--- config.mk ---
export PLATFORM = sky130hd
export DESIGN_NAME = elevator_dispatcher
export DESIGN_NICKNAME = d
export VERILOG_FILES = /design/src/rtl/elevator_dispatcher.sv
export SDC_FILE = /design/constraint.sdc
export NUM_CORES = 1
export LEC_CHECK = 0
export BUFFER_PORTS_ARGS = -buffer_cell sky130_fd_sc_hd__buf_4
export CAP_MARGIN = 10
export CELL_PAD_IN_SITES_DETAIL_PLACEMENT = 1
export CELL_PAD_IN_SITES_GLOBAL_PLACEMENT = 1
export CORE_UTILIZATION = 45
export CTS_BUF_LIST = sky130_fd_sc_hd__clkbuf_8
export CTS_CLUSTER_SIZE = 25
export DETAILED_ROUTE_END_ITERATION = 8
export HOLD_SLACK_MARGIN = 0.05
export PLACE_DENSITY = 0.82
export SYNTH_ARGS = -nofsm -noshare
export SYNTH_HDL_FRONTEND = slang
export SYNTH_SLANG_ARGS = --single-unit
--- constraint.sdc ---
create_clock -name clk -period 11.26 [get_ports clk]
set_input_delay 2.252 -clock clk [delete_from_list [all_inputs] [get_ports clk]]
set_output_delay 2.252 -clock clk [all_outputs]
set_load 0.01 [all_outputs]
--- src/rtl/elevator_dispatcher.sv ---
// ---------------------------------------------------------------------------
// elevator_dispatcher
//
// Latches hall calls for an 11-floor building (floors 0..10) and assigns each
// pending call to one of 4 cars by a simple distance/direction cost. It serves
// one call at a time through a valid/ready offer.
//
// Ports
//   clk         in   1   system clock
//   rst         in   1   synchronous active-high reset
//   hall_up     in  11   one-cycle up-call pulse per floor (bit 10 ignored)
//   hall_dn     in  11   one-cycle down-call pulse per floor (bit 0 ignored)
//   car_floor   in  16   car k floor at [4k+3:4k], values >10 read as 10
//   car_motion  in   8   car k at [2k+1:2k]: 00 stop, 01 up, 10 down, 11 stop
//   car_avail   in   4   car k in service and assignable
//   asg_valid   out  1   assignment offer valid
//   asg_car     out  2   assigned car index
//   asg_floor   out  4   call floor
//   asg_dir     out  1   call direction (1 up, 0 down)
//   asg_ready   in   1   consumer accepts offer
//   pend_up     out 11   unassigned latched up calls
//   pend_dn     out 11   unassigned latched down calls
//   dbg_state_o out  2   current FSM state (IDLE=0, SCAN=1, COST=2, OFFER=3)
//
// Handshake: the offer is presented while asg_valid=1; asg_car, asg_floor and
// asg_dir stay constant until the cycle where asg_valid & asg_ready are both
// 1, which is the single transfer cycle. asg_valid is never withdrawn except
// by reset.
// ---------------------------------------------------------------------------
module elevator_dispatcher (
    input  logic        clk,
    input  logic        rst,
    input  logic [10:0] hall_up,
    input  logic [10:0] hall_dn,
    input  logic [15:0] car_floor,
    input  logic [7:0]  car_motion,
    input  logic [3:0]  car_avail,
    output logic        asg_valid,
    output logic [1:0]  asg_car,
    output logic [3:0]  asg_floor,
    output logic        asg_dir,
    input  logic        asg_ready,
    output logic [10:0] pend_up,
    output logic [10:0] pend_dn,
    output logic [1:0]  dbg_state_o
);

    typedef enum logic [1:0] {
        S_IDLE  = 2'd0,
        S_SCAN  = 2'd1,
        S_COST  = 2'd2,
        S_OFFER = 2'd3
    } state_t;

    state_t      state_q, state_d;
    logic [4:0]  ptr_q, ptr_d;
    logic [4:0]  slot_q, slot_d;
    logic [3:0]  floor_q, floor_d;
    logic        dir_q, dir_d;
    logic [1:0]  car_q, car_d;
    logic [10:0] pend_up_q, pend_up_d;
    logic [10:0] pend_dn_q, pend_dn_d;

    // Slots 0..10 are up calls on floors 0..10, slots 11..21 down calls.
    logic [21:0] slots;
    assign slots = {pend_dn_q, pend_up_q};

    // -----------------------------------------------------------------------
    // Round-robin scan: first pending slot at or after ptr_q, wrapping at 22.
    // -----------------------------------------------------------------------
    logic       scan_found;
    logic [4:0] scan_slot;

    always_comb begin
        logic [5:0] idx;
        idx        = 6'd0;
        scan_found = 1'b0;
        scan_slot  = 5'd0;
        for (int i = 0; i < 22; i++) begin
            idx = {1'b0, ptr_q} + 6'(i);
            if (idx >= 6'd22) begin
                idx = idx - 6'd22;
            end
            if (!scan_found && slots[idx[4:0]]) begin
                scan_found = 1'b1;
                scan_slot  = idx[4:0];
            end
        end
    end

    // -----------------------------------------------------------------------
    // Cost per car against the registered call, and minimum selection.
    // A car moving away from the call pays +11 (it must turn around first);
    // a car approaching but travelling opposite to the call direction pays +4.
    // -----------------------------------------------------------------------
    logic       best_found;
    logic [1:0] best_car;
    logic [4:0] best_cost;

    always_comb begin
        logic [3:0] cf;
        logic [1:0] mot;
        logic [4:0] cost;
        logic       mv_up, mv_dn;
        cf         = 4'd0;
        mot        = 2'd0;
        cost       = 5'd0;
        mv_up      = 1'b0;
        mv_dn      = 1'b0;
        best_found = 1'b0;
        best_car   = 2'd0;
        best_cost  = 5'd0;
        for (int k = 0; k < 4; k++) begin
            cf = car_floor[4*k +: 4];
            if (cf > 4'd10) begin
                cf = 4'd10;
            end
            mot   = car_motion[2*k +: 2];
            mv_up = (mot == 2'b01);
            mv_dn = (mot == 2'b10);
            cost  = (floor_q > cf) ? {1'b0, floor_q - cf} : {1'b0, cf - floor_q};
            if ((mv_up && floor_q < cf) || (mv_dn && floor_q > cf)) begin
                cost = cost + 5'd11;
            end else if ((mv_up && floor_q > cf && !dir_q) ||
                         (mv_dn && floor_q < cf && dir_q)) begin
                cost = cost + 5'd4;
            end
            // Strict less-than keeps ties on the lowest car index.
            if (car_avail[k] && (!best_found || cost < best_cost)) begin
                best_found = 1'b1;
                best_car   = 2'(k);
                best_cost  = cost;
            end
        end
    end

    // -----------------------------------------------------------------------
    // Next state, pending-call update
    // -----------------------------------------------------------------------
    logic        accept;
    logic [21:0] clr;

    assign accept = (state_q == S_OFFER) && asg_ready;
    assign clr    = accept ? (22'd1 << slot_q) : 22'd0;

    always_comb begin
        state_d = state_q;
        ptr_d   = ptr_q;
        slot_d  = slot_q;
        floor_d = floor_q;
        dir_d   = dir_q;
        car_d   = car_q;
        // New pulses are OR-ed after the clear so a set wins over a clear.
        pend_up_d = (pend_up_q & ~clr[10:0])  | (hall_up & 11'h3FF);
        pend_dn_d = (pend_dn_q & ~clr[21:11]) | (hall_dn & 11'h7FE);

        case (state_q)
            S_IDLE: begin
                if (|slots) begin
                    state_d = S_SCAN;
                end
            end
            S_SCAN: begin
                if (scan_found) begin
                    slot_d = scan_slot;
                    if (scan_slot < 5'd11) begin
                        floor_d = 4'(scan_slot);
                        dir_d   = 1'b1;
                    end else begin
                        floor_d = 4'(scan_slot - 5'd11);
                        dir_d   = 1'b0;
                    end
                    state_d = S_COST;
                end else begin
                    state_d = S_IDLE;
                end
            end
            S_COST: begin
                if (best_found) begin
                    car_d   = best_car;
                    state_d = S_OFFER;
                end else begin
                    state_d = S_IDLE;
                end
            end
            S_OFFER: begin
                if (asg_ready) begin
                    ptr_d   = (slot_q == 5'd21) ? 5'd0 : slot_q + 5'd1;
                    state_d = S_IDLE;
                end
            end
            default: state_d = S_IDLE;
        endcase
    end

    always_ff @(posedge clk) begin
        if (rst) begin
            state_q   <= S_IDLE;
            ptr_q     <= 5'd0;
            slot_q    <= 5'd0;
            floor_q   <= 4'd0;
            dir_q     <= 1'b0;
            car_q     <= 2'd0;
            pend_up_q <= 11'd0;
            pend_dn_q <= 11'd0;
        end else begin
            state_q   <= state_d;
            ptr_q     <= ptr_d;
            slot_q    <= slot_d;
            floor_q   <= floor_d;
            dir_q     <= dir_d;
            car_q     <= car_d;
            pend_up_q <= pend_up_d;
            pend_dn_q <= pend_dn_d;
        end
    end

    assign asg_valid   = (state_q == S_OFFER);
    assign asg_car     = car_q;
    assign asg_floor   = floor_q;
    assign asg_dir     = dir_q;
    assign pend_up     = pend_up_q;
    assign pend_dn     = pend_dn_q;
    assign dbg_state_o = state_q;

endmodule

After elaboration in Yosys (flattened, before gate mapping)
Index checks and enable logic that the tools add are counted.

Add/sub/neg operators: 61. Order comparisons: 60. Equal/unequal tests: 14. Shift-type cells: 1. Mux-type cells: 145. Bitwise logic cells: 6. Reductions and logical operators: 91.

Operators with widths (number): 2-to-1 mux 5 bit (56); less-than comparator 5 x 6 -> 1 bit (second input constant) (22); greater-or-equal comparator 6 x 5 -> 1 bit (second input constant) (21); binary-select mux 1 bit (select 5 bit) (22); subtractor 5 bit (second input constant) (22); 2-to-1 mux 1 bit (50); logical AND 1 bit (49); adder 5 x 4 -> 6 bit (second input constant) (8); adder 5 x 5 -> 6 bit (second input constant) (6); 2-to-1 mux 4 bit (9); subtractor 4 bit (8); logical NOT 1 bit (25); adder 5 x 3 -> 6 bit (second input constant) (4); AND 11 bit (2); 2-to-1 mux 22 bit (1); NOT 11 bit (2); OR reduction 22 bit (1); left shift 1 x 5 -> 22 bit (first input constant) (1); adder 4 x 3 -> 5 bit (second input constant) (4); adder 4 x 4 -> 5 bit (second input constant) (4); greater-than comparator 4 bit (4); greater-than comparator 4 bit (second input constant) (4); less-than comparator 4 bit (4); less-than comparator 5 bit (3); other kinds (18) (46).

Register bits: 41. Output and inout bits: 32. Logic and storage cells: 386.

Depth between registers and ports, before layout
Depth in word-level cells: 70. Depth in mapped cells: 40. Mapped depth without buffers: 39.

Worst setup path after synthesis
Ideal clock, no wire load.

Path kind: input-to-reg. Start point: input port car_floor[6]. End point: register car_q[1], in the netlist asg_car[1]. Setup time: 0.092 ns. Arrival time: 8.548 ns. Data required time: 11.168 ns. Setup slack: 2.620 ns. Cell stages on the path: 37. Path buffers: 1. Path through: o21ai_0 -> nand2_1 -> inv_1 -> ha_1 -> fa_1 -> nor2b_1 -> o21a_1 -> or2_2 -> and2_1 -> clkbuf_1 -> mux2_2 -> ha_1 -> mux2_2 -> inv_1 -> ha_1 -> o41a_1 -> o21a_1 -> o21a_1 -> o41ai_2 -> nor2_1 -> a21o_1 -> inv_1 -> ha_1 -> o21a_1 -> o21ai_0 -> a31oi_1 -> o21ai_0 -> a21oi_1 -> nor2_1 -> mux2i_1 -> ha_1 -> a21o_1 -> a21oi_1 -> nand4_1 -> mux2i_1 -> nor3_1 -> nor4_1.

Word-level cells in the longest chain between the ends: 21.

Ends and longest elaborated chain: from (decl) (RTL line 35) `input logic [15:0] car_floor,`; greater-than comparator 4 bit (RTL line 115) `if (cf > 4'd10) begin`; 2-to-1 mux 4 bit * (RTL line 115); branches (longest 5 deep; another with adder 4 x 3 -> 5 bit); 2-to-1 mux 5 bit * (RTL line 122) `if ((mv_up && floor_q < cf) || (mv_dn && floor_q > cf)) begin`; less-than comparator 5 bit (RTL line 129) `if (car_avail[k] && (!best_found || cost < best_cost)) begin`; logical OR 1 bit (RTL line 129); logical AND 1 bit (RTL line 129); 2-to-1 mux 5 bit or 2-to-1 mux 1 bit (tied branches) (RTL line 129); less-than comparator 5 bit or logical NOT 1 bit (tied branches) (RTL line 129); logical OR 1 bit (RTL line 129); logical AND 1 bit (RTL line 129); 2-to-1 mux 5 bit or 2-to-1 mux 1 bit (tied branches) (RTL line 129); less-than comparator 5 bit or logical NOT 1 bit (tied branches) (RTL line 129); logical OR 1 bit (RTL line 129); logical AND 1 bit (RTL line 129); 2-to-1 mux 1 bit (RTL line 129); AND reduction 2 bit (no source line); to (signal assigned) (RTL line 212) `car_q <= car_d;`; to (decl) (RTL line 60) `logic [1:0] car_q, car_d;`.

Every way passes the cells marked *. A chain may end at the register's enable or synchronous reset.

Final worst setup path
Start point: input port car_floor[2]. End point: register car_q[0], in the netlist asg_car[0].

Word-level cells in the longest chain between the ends: 22.

Ends and longest elaborated chain (RTL line): greater-than comparator 4 bit (115); 2-to-1 mux 4 bit * (115); branches (longest 5 deep; another with adder 4 x 3 -> 5 bit); 2-to-1 mux 5 bit * (122); 2-to-1 mux 5 bit * (129); less-than comparator 5 bit (129); logical OR 1 bit (129); logical AND 1 bit (129); [... 2 more ...]; logical OR 1 bit (129); logical AND 1 bit (129); 2-to-1 mux 5 bit or 2-to-1 mux 1 bit (tied branches) (129); less-than comparator 5 bit or logical NOT 1 bit (tied branches) (129); logical OR 1 bit (129); logical AND 1 bit (129); 2-to-1 mux 1 bit (129); AND reduction 2 bit (no source line).

Marks and branches as above.

==> flow_summary.json <==
{
  "regToRegSetupSlack_ns": 2.81,
  "grt_start_max_net_pins": 51,
  "worst_setup_path_end_kind": "register",
  "cap_violations": 0,
  "biggest_cell_delay_along_the_critical_path_ns": 0.69,
  "ys_warn_count": 0,
  "setup-tns-final_ns": 0,
  "combinationalPowerShare": 0.750,
  "final_layout_size_suffix_gt1_frac": 0.141,
  "setup_repair_after_global_routing_missed_its_margin": "no",
  "layout.core_utilization": 0.488,
  "grt_first_pass_wirelength_um": 102000,
  "max_clock_freq_ghz": 0.104,
  "layout-area-overhead-vs-synth_pct": 5.70,
  "power_density_nw_per_um2": 86.2,
  "globalRoute.busiestLayer": "met2",
  "design.core.area_um2": 30800,
  "cts_made_buffers": 5,
  "root_buffer": "sky130_fd_sc_hd__clkbuf_8",
  "grtUsageMet2": 0.648,
  "tritoncts": "yes",
  "number_of_drc_markers_after_the_initial_detailed_route_iteration": 1800,
  "route.detailed.vias_per_inst": 7.36,
  "rows": 64,
  "outcome": "finished clean",
  "post_cts_hold_buffer_count": 0,
  "design.final.nets": 2112,
  "drc": 0,
  "synth.area.top_cells": "sky130_fd_sc_hd__ha_1, sky130_fd_sc_hd__mux2i_1, sky130_fd_sc_hd__a21oi_1",
  "fp.dieW_um": 180,
  "whs_ns": 0.527,
  "initial_drt_pass_iterations": 5,
  "route.final.wire_length_um": 66900,
  "post_cts_buffers": 0,
  "ys_types": 119,
  "die-height_um": 180,
  "report.final.slew_viol_count": 0,
  "htree_num_levels": 2,
  "filler_cell_count": 4046,
  "ctsLongestPathBuffers": 2,
  "grt-ovfl-total": 0,
  "synthFlopType": "sky130_fd_sc_hd__dfxtp_1",
  "clock_sink_count": 41,
  "net-switching-power_mw": 0.678,
  "place_congestion": 1.07,
  "syn-num-nets": 2117,
  "floorplan.initialDensity": 0.462,
  "synth-async-reset-ratio": 0,
  "layout_worst_path_cycle_share": 0.854,
  "post_synth_most_frequent_cells": "sky130_fd_sc_hd__nand2_1, sky130_fd_sc_hd__a21oi_1, sky130_fd_sc_hd__nor2_1",
  "clock_insertion_delay_worst_skew_ns": 0.29,
  "path_max_fanout": 10,
  "path_clk_slew_ns": 0.08,
  "timing.critical_path.max_delay_family": "compound AO/OA/AOI/OAI gates",
  "crit_type": "input pin to register",
  "critical-path-slowest-cell": "sky130_fd_sc_hd__o41ai_2",
  "fin_skew_ns": 0.00523,
  "gr-usage-met1": 0.516,
  "dr_total_vias": 17400,
  "sw_frac_of_total": 0.523,
  "required_ns": 11.48,
  "yosys_register_bits": 41,
  "synth-edff-count": 0,
  "timing.final.crit_period_ns": 9.61,
  "global_route.usage.total": 0.401,
  "synthDominantCellAreaShare": 0.0738,
  "syn_area_um2": 14200,
  "relative_contribution_of_the_clock_network_to_total_power": 0.096,
  "maxSlewHeadroom": 0.104,
  "peakVddDrop_uv": 83.0,
  "power.share.sequential": 0.154,
  "final-hold-violation-count": 0,
  "synth.yosys.seq_area_share": 0.0576,
  "synthesis.instances": 1972,
  "tightest_slew_ns": 1.31,
  "die-area_um2": 32400,
  "power.internal_mw": 0.619,
  "vias_in_the_first_global_route": 17200,
  "placement.cell_area_um2": 14900,
  "synthMostInstantiatedCell": "sky130_fd_sc_hd__nand2_1",
  "leakagePower_nw": 5.85,
  "min-delay-path-class": "register to register",
  "synth.avg_cell_area_um2": 7.22,
  "postLayoutCellArea_um2": 15100,
  "antenna_violating_nets_post_route": 0,
  "critical_path.startpoint_type": "input pin",
  "placed_cells_incl_taps": 2356,
  "netlist.top_cell.by_area": "sky130_fd_sc_hd__ha_1",
  "timing.critical_path.arrival_ns": 9.83,
  "top_level_ports": 85,
  "antenna_violations_before_repair": 2,
  "path_buf_inv": 5,
  "finalSetupViolations": 0,
  "layoutNonFillerInstCount": 2365,
  "dpl.hpwl_um": 51200,
  "cts_resized": 0,
  "detail_route.wl_per_cell_um": 28.3,
  "global_route.usage.met3": 0.0482,
  "port_bufs": 82
}
[per-stage QoR]
step                      worst slack (ns)  power (mW)
after floorplan                       2.62       0.866
after global placement                1.81        1.10
after detailed placement              1.39        1.15
after CTS                             1.66        1.28
after global routing                 0.951        1.39
final                                 1.65        1.30
[worst paths after layout]
kind         cells past startpoint                 endpoint                 startpoint
min reg2reg                      2   slot_q[0]$_SDFFE_PP0P_     slot_q[0]$_SDFFE_PP0P_
max reg2reg                     33  asg_car[0]$_SDFFE_PP0P_  asg_floor[1]$_SDFFE_PP0P_
max                             38  asg_car[0]$_SDFFE_PP0P_               car_floor[2]
min                              2   slot_q[0]$_SDFFE_PP0P_     slot_q[0]$_SDFFE_PP0P_
[layout make-up]
type	count	area (um2)	share of cell area
tap	396	495	0.0329
timing repair buffer	117	878	0.0584
sequential	41	828	0.0550
multi-input combinational	1727	12400	0.827
antenna	1	2.50	0.000166
inverter	75	282	0.0187
clock inverter	2	33.8	0.00224
clock buffer	6	82.6	0.00549
[layout by cell type, fill, tap and decap left out, drive strengths merged, types with 24 or more instances in the layout]
cell | netlist | routed
nor2 | 166 | 166
buf | 73 | 117
a21oi | 171 | 171
a211oi | 52 | 52
dfxtp | 41 | 41
a31oi | 27 | 27
nor2b | 28 | 28
mux2i | 86 | 86
mux2 | 37 | 37
o21ai | 128 | 128
ha | 84 | 84
o21a | 27 | 27
o22ai | 29 | 29
xnor2 | 65 | 65
mux4 | 32 | 32
nor3 | 60 | 60
inv | 73 | 74
nand3 | 77 | 77
o211ai | 36 | 36
nand2 | 168 | 168
a21o | 36 | 36
nor4 | 24 | 24
[power groups by stage]
| stage | Combinational, mW | Sequential (mW) | Clock, mW |
|---|---|---|---|
| after detailed placement | 0.947 | 0.201 | 0 |
| after global routing | 1.06 | 0.201 | 0.130 |
| after CTS | 0.956 | 0.198 | 0.124 |
| after global placement | 0.903 | 0.200 | 0 |
| after floorplan | 0.687 | 0.179 | 0 |
| final | 0.973 | 0.199 | 0.124 |
[worst register-to-register path: cells and delay by family (launching register included)]
family / cells / cell delay [ns]
AOI/OAI and AO/OA: 15 / 2.97
adders and majority gates: 5 / 1.56
buffers and inverters: 3 / 0.64
DFF: 1 / 0.76
muxes: 4 / 1.12
and+or+nand+nor: 6 / 1.31
[state kept, by name, indices dropped and copies added, names as in the netlist]
signal       cells
slot_q           5
pend_up         11
pend_dn         11
asg_floor        4
dbg_state_o      2
ptr_q            5
asg_dir          1
asg_car          2
[routing by layer]
| metal | wire length, um | share of wire |
|---|---|---|
| met3 | 5760 | 0.086 |
| met5 | 0 | 0 |
| met1 | 26900 | 0.40 |
| met4 | 4180 | 0.063 |
| met2 | 30100 | 0.45 |
[cells by family after synthesis]
logic type / Yosys count / share of synthesized area
AO/OA/AOI/OAI: 721 / 0.355
XOR/XNOR: 72 / 0.0464
adder cells (fa/ha/maj): 92 / 0.0851
buffers and inverters: 204 / 0.0688
flip-flops: 41 / 0.0576
multiplexers: 155 / 0.141
AND/OR/NAND/NOR: 687 / 0.246
(Power assumes the default switching activity.)
